--- src/rtl/rbr_pkg.sv ---
// Shared definitions for the redundant-binary (signed-digit) datapath:
// digit encoding, digit decode helper and the on-the-fly converter states.
package rbr_pkg;

  // Two-bit signed-digit encoding produced by the online divider.
  // 2'b11 is not a legal digit and decodes as zero.
  typedef logic [1:0] signed_digit;

  localparam signed_digit SD_ZERO = 2'b00;
  localparam signed_digit SD_POS  = 2'b01;
  localparam signed_digit SD_NEG  = 2'b10;

  typedef enum logic [1:0] {
    OTF_IDLE,
    OTF_CONV,
    OTF_DONE
  } otf_state_t;

  // Decode one signed digit to -1/0/+1; anything that is not a legal
  // +1 or -1 encoding is treated as 0.
  function automatic logic signed [1:0] sd_value(signed_digit d);
    logic signed [1:0] v;
    case (d)
      SD_POS:  v = 2'sb01;
      SD_NEG:  v = 2'sb11;
      default: v = 2'sb00;
    endcase
    return v;
  endfunction

endpackage

--- src/rtl/online_otf_converter_otf_step.sv ---
// One on-the-fly conversion step: folds a single signed digit into the
// Q/QM register pair. Purely combinational so it can be chained to retire
// several digits per cycle later on.
module otf_step
  import rbr_pkg::*;
#(
  parameter int W = 16
) (
  input  logic [W-1:0] q_cur,
  input  logic [W-1:0] qm_cur,
  input  signed_digit  d,
  output logic [W-1:0] q_next,
  output logic [W-1:0] qm_next
);

  logic [W-1:0]      q_dbl;
  logic [W-1:0]      qm_dbl;
  logic signed [1:0] d_val;

  // Doubling is a plain left shift; bits shifted out wrap modulo 2^W.
  assign q_dbl  = {q_cur[W-2:0], 1'b0};
  assign qm_dbl = {qm_cur[W-2:0], 1'b0};
  assign d_val  = sd_value(d);

  // Select the next Q/QM pair from the decoded digit; QM always tracks Q-1.
  always_comb begin
    q_next  = q_dbl;
    qm_next = {qm_dbl[W-1:1], 1'b1};
    case (d_val)
      2'sb01: begin
        q_next  = {q_dbl[W-1:1], 1'b1};
        qm_next = q_dbl;
      end
      2'sb11: begin
        q_next  = {qm_dbl[W-1:1], 1'b1};
        qm_next = qm_dbl;
      end
      default: begin
        q_next  = q_dbl;
        qm_next = {qm_dbl[W-1:1], 1'b1};
      end
    endcase
  end

endmodule

--- src/rtl/online_otf_converter.sv ---
// MSD-first on-the-fly converter: turns one WIDTH-digit signed-digit
// quotient word into a (WIDTH+1)-bit two's-complement integer, one digit
// per cycle, with valid/ready handshakes on both sides.
module online_otf_converter
  import rbr_pkg::*;
#(
  parameter  int WIDTH = 15,
  localparam int OUT_W = WIDTH + 1
) (
  input  logic                     clk,
  input  logic                     rst_n,
  input  logic                     in_valid,
  output logic                     in_ready,
  input  signed_digit [WIDTH-1:0]  q_in,
  output logic                     out_valid,
  input  logic                     out_ready,
  output logic [OUT_W-1:0]         result
);

  localparam int CNT_W = (WIDTH > 1) ? $clog2(WIDTH) : 1;
  localparam logic [CNT_W-1:0] CNT_LAST = CNT_W'(WIDTH - 1);

  otf_state_t              state_q,  state_d;
  logic [OUT_W-1:0]        q_q,      q_d;
  logic [OUT_W-1:0]        qm_q,     qm_d;
  logic [CNT_W-1:0]        cnt_q,    cnt_d;
  signed_digit [WIDTH-1:0] sr_q,     sr_d;
  logic [OUT_W-1:0]        result_q, result_d;

  logic [OUT_W-1:0]        q_step;
  logic [OUT_W-1:0]        qm_step;
  logic                    accept;

  otf_step #(
    .W (OUT_W)
  ) u_step (
    .q_cur   (q_q),
    .qm_cur  (qm_q),
    .d       (sr_q[WIDTH-1]),
    .q_next  (q_step),
    .qm_next (qm_step)
  );

  // in_ready is gated by reset so it reads 0 while reset is held.
  assign in_ready  = rst_n && (state_q == OTF_IDLE);
  assign out_valid = (state_q == OTF_DONE);
  assign result    = result_q;
  assign accept    = in_valid && in_ready;

  // Next-state logic: load a word, retire one digit per cycle, then hold
  // the finished result until the consumer takes it.
  always_comb begin
    state_d  = state_q;
    q_d      = q_q;
    qm_d     = qm_q;
    cnt_d    = cnt_q;
    sr_d     = sr_q;
    result_d = result_q;
    case (state_q)
      OTF_IDLE: begin
        if (accept) begin
          sr_d    = q_in;
          q_d     = '0;
          qm_d    = '1;
          cnt_d   = '0;
          state_d = OTF_CONV;
        end
      end
      OTF_CONV: begin
        q_d   = q_step;
        qm_d  = qm_step;
        sr_d  = {sr_q[WIDTH-2:0], SD_ZERO};
        cnt_d = cnt_q + CNT_W'(1);
        if (cnt_q == CNT_LAST) begin
          result_d = q_step;
          cnt_d    = '0;
          state_d  = OTF_DONE;
        end
      end
      OTF_DONE: begin
        if (out_ready) begin
          state_d = OTF_IDLE;
        end
      end
      default: begin
        state_d = OTF_IDLE;
      end
    endcase
  end

  // State and datapath registers; reset drops any in-flight word.
  always_ff @(posedge clk or negedge rst_n) begin
    if (!rst_n) begin
      state_q  <= OTF_IDLE;
      q_q      <= '0;
      qm_q     <= '1;
      cnt_q    <= '0;
      sr_q     <= '0;
      result_q <= '0;
    end else begin
      state_q  <= state_d;
      q_q      <= q_d;
      qm_q     <= qm_d;
      cnt_q    <= cnt_d;
      sr_q     <= sr_d;
      result_q <= result_d;
    end
  end

endmodule

--- config.mk ---
export PLATFORM = sky130hd
export DESIGN_NAME = online_otf_converter
export DESIGN_NICKNAME = d
export VERILOG_FILES = /design/src/rtl/rbr_pkg.sv /design/src/rtl/online_otf_converter_otf_step.sv /design/src/rtl/online_otf_converter.sv
export SDC_FILE = /design/constraint.sdc
export NUM_CORES = 1
export LEC_CHECK = 0
export ABC_AREA = 1
export BUFFER_PORTS_ARGS = -buffer_cell sky130_fd_sc_hd__buf_2
export CORE_MARGIN = 2
export CORE_UTILIZATION = 50
export CTS_CLUSTER_SIZE = 10
export DETAILED_ROUTE_END_ITERATION = 8
export PLACE_DENSITY = 0.7
export SLEW_MARGIN = 5
export SYNTH_ARGS = -nofsm -noshare
export SYNTH_HDL_FRONTEND = slang
export SYNTH_SLANG_ARGS = --single-unit
export TNS_END_PERCENT = 20
--- constraint.sdc ---
create_clock -name clk -period 2.5 [get_ports clk]
set_input_delay 0 -clock clk [delete_from_list [all_inputs] [get_ports clk]]
set_output_delay 0 -clock clk [all_outputs]
set_load 0.05 [all_outputs]
# ---- Word level (Yosys, flattened, before mapping)
# Index checks and enable logic that the tools add are counted.
dict set report word_totals {
  register_bits 82
  wordCells 54
}
dict set report classes {
  add_sub_neg 1
  n_eq_ne 10
  mux 16
  n_reduce_logical 7
}
# operator count
set ops {}
lappend ops {{$pmux W15 S2} 3}
lappend ops {{$pmux W30 S2} 1}
lappend ops {{$pmux W16 S2} 1}
lappend ops {{$mux W15} 2}
lappend ops {{$mux W30} 1}
lappend ops {{$mux W4} 2}
lappend ops {{$pmux W4 S2} 1}
lappend ops {{$eq A2 B1 Y1 const B} 3}
lappend ops {{$eq A2 B2 Y1 const B} 3}
lappend ops {{$mux W2} 3}
lappend ops {{$pmux W2 S3} 1}
lappend ops {{$add A4 B1 Y4 const B} 1}
lappend ops {{$eq A4 B4 Y1 const B} 1}
lappend ops {{$ne A2 B2 Y1 const B} 2}
lappend ops {{$pmux W2 S2} 1}
lappend ops {{$reduce_and A2 Y1} 2}
lappend ops {{$reduce_and A3 Y1} 1}
lappend ops {{$logic_and A1 B1 Y1} 2}
lappend ops {{$logic_not A2 Y1} 1}
lappend ops {{$ne A2 B1 Y1 const B} 1}
lappend ops {{$reduce_bool A2 Y1} 1}

# ---- Depth between registers and ports, before layout
dict set report logic_depth {
  ltp_word 5
  ltp_mapped 8
  depth_no_buf 7
}

# ---- Cells and area by module
# From an unflattened synthesis, not the netlist that was laid out.
dict set report unflattened {
  cells_unflattened 588
  area_unflattened_um2 4423.0
}
# module instances cells_per_inst area_per_inst_um2 seq_area_each_um2
set modules_own_cells {}
lappend modules_own_cells {online_otf_converter 1 485 3931.3 2122.0}
lappend modules_own_cells {otf_step 1 103 491.7 0.0}

# ---- Worst setup path before layout
# Ideal clock, no wire load.
dict set report synth_timing {
  kind {flip-flop to flip-flop}
  start {reg state_q[0]}
  end {reg sr_q[0] (netlist bit)}
  setup_time_ps 72
  arrival_time_ps 1944
  required_ps 2428
  slack_ps 484
  stages_incl_launch_ff 4
  path_buffers 0
  period_less_slack_ps 2016
  cell_sequence {dfrtp_1 nor3b_1 nand3_1 nand2_1}
}
dict set report synth_between {
  elab_chain_cells 5
}
# item line
set synth_lines {}
lappend synth_lines {{from (decl)} online_otf_converter.sv:23} ;# otf_state_t state_q, state_d;
lappend synth_lines {{from (signal assigned)} online_otf_converter.sv:101} ;# state_q <= state_d;
lappend synth_lines {{$logic_not A2 Y1} online_otf_converter.sv:45} ;# assign in_ready = rst_n && (state_q == OTF_IDLE);
lappend synth_lines {{$logic_and A1 B1 Y1} online_otf_converter.sv:45}
lappend synth_lines {{named net in_ready} online_otf_converter.sv:13} ;# output logic in_ready,
lappend synth_lines {{$logic_and A1 B1 Y1} online_otf_converter.sv:48} ;# assign accept = in_valid && in_ready;
lappend synth_lines {{$ne A2 B2 Y1 (no line)} n/a}
lappend synth_lines {{$reduce_and A2 Y1 (no line)} n/a}
lappend synth_lines {{to (signal assigned)} online_otf_converter.sv:105} ;# sr_q <= sr_d;
lappend synth_lines {{to (decl)} online_otf_converter.sv:27} ;# signed_digit [WIDTH-1:0] sr_q, sr_d;
# The timed path passes the listed nets, and every way through them passes these cells.
# A chain may end at the register's enable or synchronous reset.

# ---- Worst setup path after layout
dict set report layout_timing {
  start {reg sr_q[28] (netlist bit)}
  end {reg qm_q[10]}
}
dict set report layout_between {
  elab_chain_cells 5
}
# item line
set layout_lines {}
lappend layout_lines {{$eq A2 B2 Y1 / $eq A2 B1 Y1 (equally long branches)} rbr_pkg.sv:23} ;# case (d)
lappend layout_lines {{$pmux W2 S2 (*)} rbr_pkg.sv:23}
lappend layout_lines {{$eq A2 B2 Y1 / $eq A2 B1 Y1 (equally long branches)} online_otf_converter_otf_step.sv:29} ;# case (d_val)
lappend layout_lines {{$pmux W15 S2 (*)} online_otf_converter_otf_step.sv:29}
lappend layout_lines {{$pmux W15 S2 (*)} online_otf_converter.sv:59} ;# case (state_q)
lappend layout_lines {{to (signal assigned)} online_otf_converter.sv:103} ;# qm_q <= qm_d;
lappend layout_lines {{to (decl)} online_otf_converter.sv:25} ;# logic [OUT_W-1:0] qm_q, qm_d;
# Every way passes the cells marked *; elsewhere a longest branch is shown, timed or not.

==> results.txt <==
status = complete, no violations
vias in the first global route = 3680
routability cong. = 0.779
H-Tree Depth = 3
Routed WL per cell = 13.3 um
vias per cell = 5.21
maximum fanout along the worst path = 16
hpwl dp = 5560 um
Syn Area/Cell = 7.49 um2
Post-layout nets = 665
Setup crit end kind = flop
Tcrit/Tclk final = 0.750
startpoint types = flop
Starting Density = 0.514
DIE WIDTH = 95.7 um
layout cells sized above 1 = 0.152
largest net degree at the start of global routing = 111
Reg clk slew, reported paths = 0.09 ns
FF-to-FF Start = sr_q[28]
Leak Pwr = 0.00269 uW
initial DRC count = 299
drt first pass iters = 5
fmax = 534 MHz
Final Setup Violations = 0
clock latency on the worst-skew pair = 0.36 ns
Syn Inst Count = 561
core outline area = 8180 um2
Worst VDD drop = 0.551 mV
Total Routed Length = 9780 um
Vias = 3835
IO Pins = 52
CTS max path bufs = 2
Slew HR = 0.303
remaining global-route overflow = 0
WS Path Type = flop to flop
clk_skew = 0.0134 ns
Post-DP Area = 4470 um2
RSZ-0062 raised after global routing = no
Yosys top cell by area = dfrtp_1
# fillers = 760
post-route ant nets = 0
Yosys cell types = 22
post-synthesis sequential area ratio = 0.493
PwrDens = 1350 nW/um2
Post-Syn Nets = 600
CP Data Required Time = 2.79 ns
Final Hold Fails = 0
initial antenna violation count = 0
Die Ht = 95.7 um
Max Slew Vio Count = 0
antenna cells = 0
leading post-synthesis cells by cell area = dfrtp_1 (40%), nand2_1 (23%), nand3_1 (12%), dfstp_2 (9.4%), o21ai_0 (5.4%)
CP Launch Point = sr_q[28]
hold path start = in_valid
area share of the largest cell type after synthesis = 0.399
Max Cap Viol = 0
worst hold path class = primary input to flop
Die Area = 9150 um2
total power = 6760 uW
Core Rows = 33
CTS Buf Count = 9
GRT Overall Usage = 0.226
Post-Route Setup TNS = 0 ns
Syn. warnings = 0
first-pass GRT wire length = 16400 um
flop and latch count out of synthesis = 82
worst-margin pin slew = 1.04 ns
Worst EP arrival = 2.16 ns
Post-route DRC = 0
number of I/O port buffers = 51
post-CTS setup buffers = 0
Post-Syn Area = 4200 um2
CTS Root Cell = clkbuf_8
CTS tree = built
min Tclk post-route = 1.87 ns
clk sinks = 82
Layout area overhead = 19.7%
final instance area = 5030 um2
[final timing paths]
kind	to	cells past startpoint	slack [ns]
setup / recovery	qm_q[10]	7	0.63
hold / removal	qm_q[0]	5	0.28
setup reg to reg	qm_q[10]	7	0.63
hold reg to reg	qm_q[1]	2	0.50
max in group asynchronous	result[9]	3	1.34
min in group asynchronous	sr_q[11]	3	0.45
[state kept, by name, indices dropped and copies added, names as in the netlist]
signal,cells
sr_q,30
result,16
q_q,15
qm_q,15
cnt_q,4
state_q,2
[layout by cell type (no fill, tap or decap), types with 2 or more instances in the layout]
master / n
buf_12: 2
buf_2: 50
buf_4: 6
bufinv_16: 2
clkbuf_8: 9
clkinvlp_4: 3
dfrtp_1: 67
dfstp_2: 15
dlygate4sd3_1: 34
ha_1: 5
inv_1: 22
inv_2: 2
nand2_1: 258
nand3_1: 96
nand3_2: 2
nor2_1: 2
nor2_4: 2
o21ai_0: 45
[timing repair]
item,4_1_cts,5_1_grt
hold buffers,34,0
gates resized for setup,0,0
endpoints found under the hold margin,53,0
setup endpoints to repair,0,0
[per-stage QoR]
step                      std cells  hold slack, ns  setup slack, ns   util
after floorplan                 561          -0.296            0.484      -
after global placement          686           0.209            0.758  0.546
after detailed placement        686           0.215            0.701  0.546
after CTS                       736           0.274            0.680  0.615
after global routing            736           0.324            0.526  0.615
final                           736           0.277            0.626  0.615
[critical path, stage by stage (launching register included)]
cell     delay, ns
dfrtp_1       0.37
inv_1         0.07
ha_1          0.46
inv_1         0.49
nand3_1       0.16
nand3_1       0.14
nand2_1       0.06
nand2_1       0.07
[cells in the mapped netlist]
library cell / instances
inv_2: 2
or2_0: 1
nand4_1: 1
inv_1: 22
xor2_1: 1
o22ai_1: 1
nand3_1: 97
nand2_1: 258
buf_6: 2
buf_2: 19
buf_4: 9
clkbuf_1: 8
nand2_2: 2
nand3_2: 1
nor2_4: 1
dfrtp_1: 67
nor2_2: 1
dfstp_2: 15
nor2_1: 2
o21ai_0: 45
ha_1: 5
nor3b_1: 1
[power breakdown]
part           internal (uW)  total (uW)  leakage (uW)  switching [uW]
sequential              2040        2440       0.00102             404
combinational            991        3260       0.00156            2270
clock                    566        1060     0.0000991             497
[cells by family after synthesis]
group | synth area share
and+or+nand+nor | 0.362
DFF | 0.493
AOI/OAI and AO/OA | 0.0551
buffers and inverters | 0.0727
adders and majority gates | 0.0149
xor gates and xnor gates | 0.00209
[per-layer routing]
layer	GRT usage	part of all wire	vias to the layer above
li1	-	-	1914
met1	0.290	0.46	1803
met2	0.394	0.49	104
met3	0.0348	0.040	14
met4	0.0690	0.012	0
met5	0	0	-
[cell type report]
cell class,instances,area (um2),share of cell area
timing repair buffer,92,676,0.134
tap,105,131,0.0261
multi-input combinational,417,1840,0.366
clock buffer,10,128,0.0254
clock inverter,6,91.3,0.0182
sequential,82,2070,0.412
inverter,24,90.1,0.0179
Power figures use the tool's default switching activity.
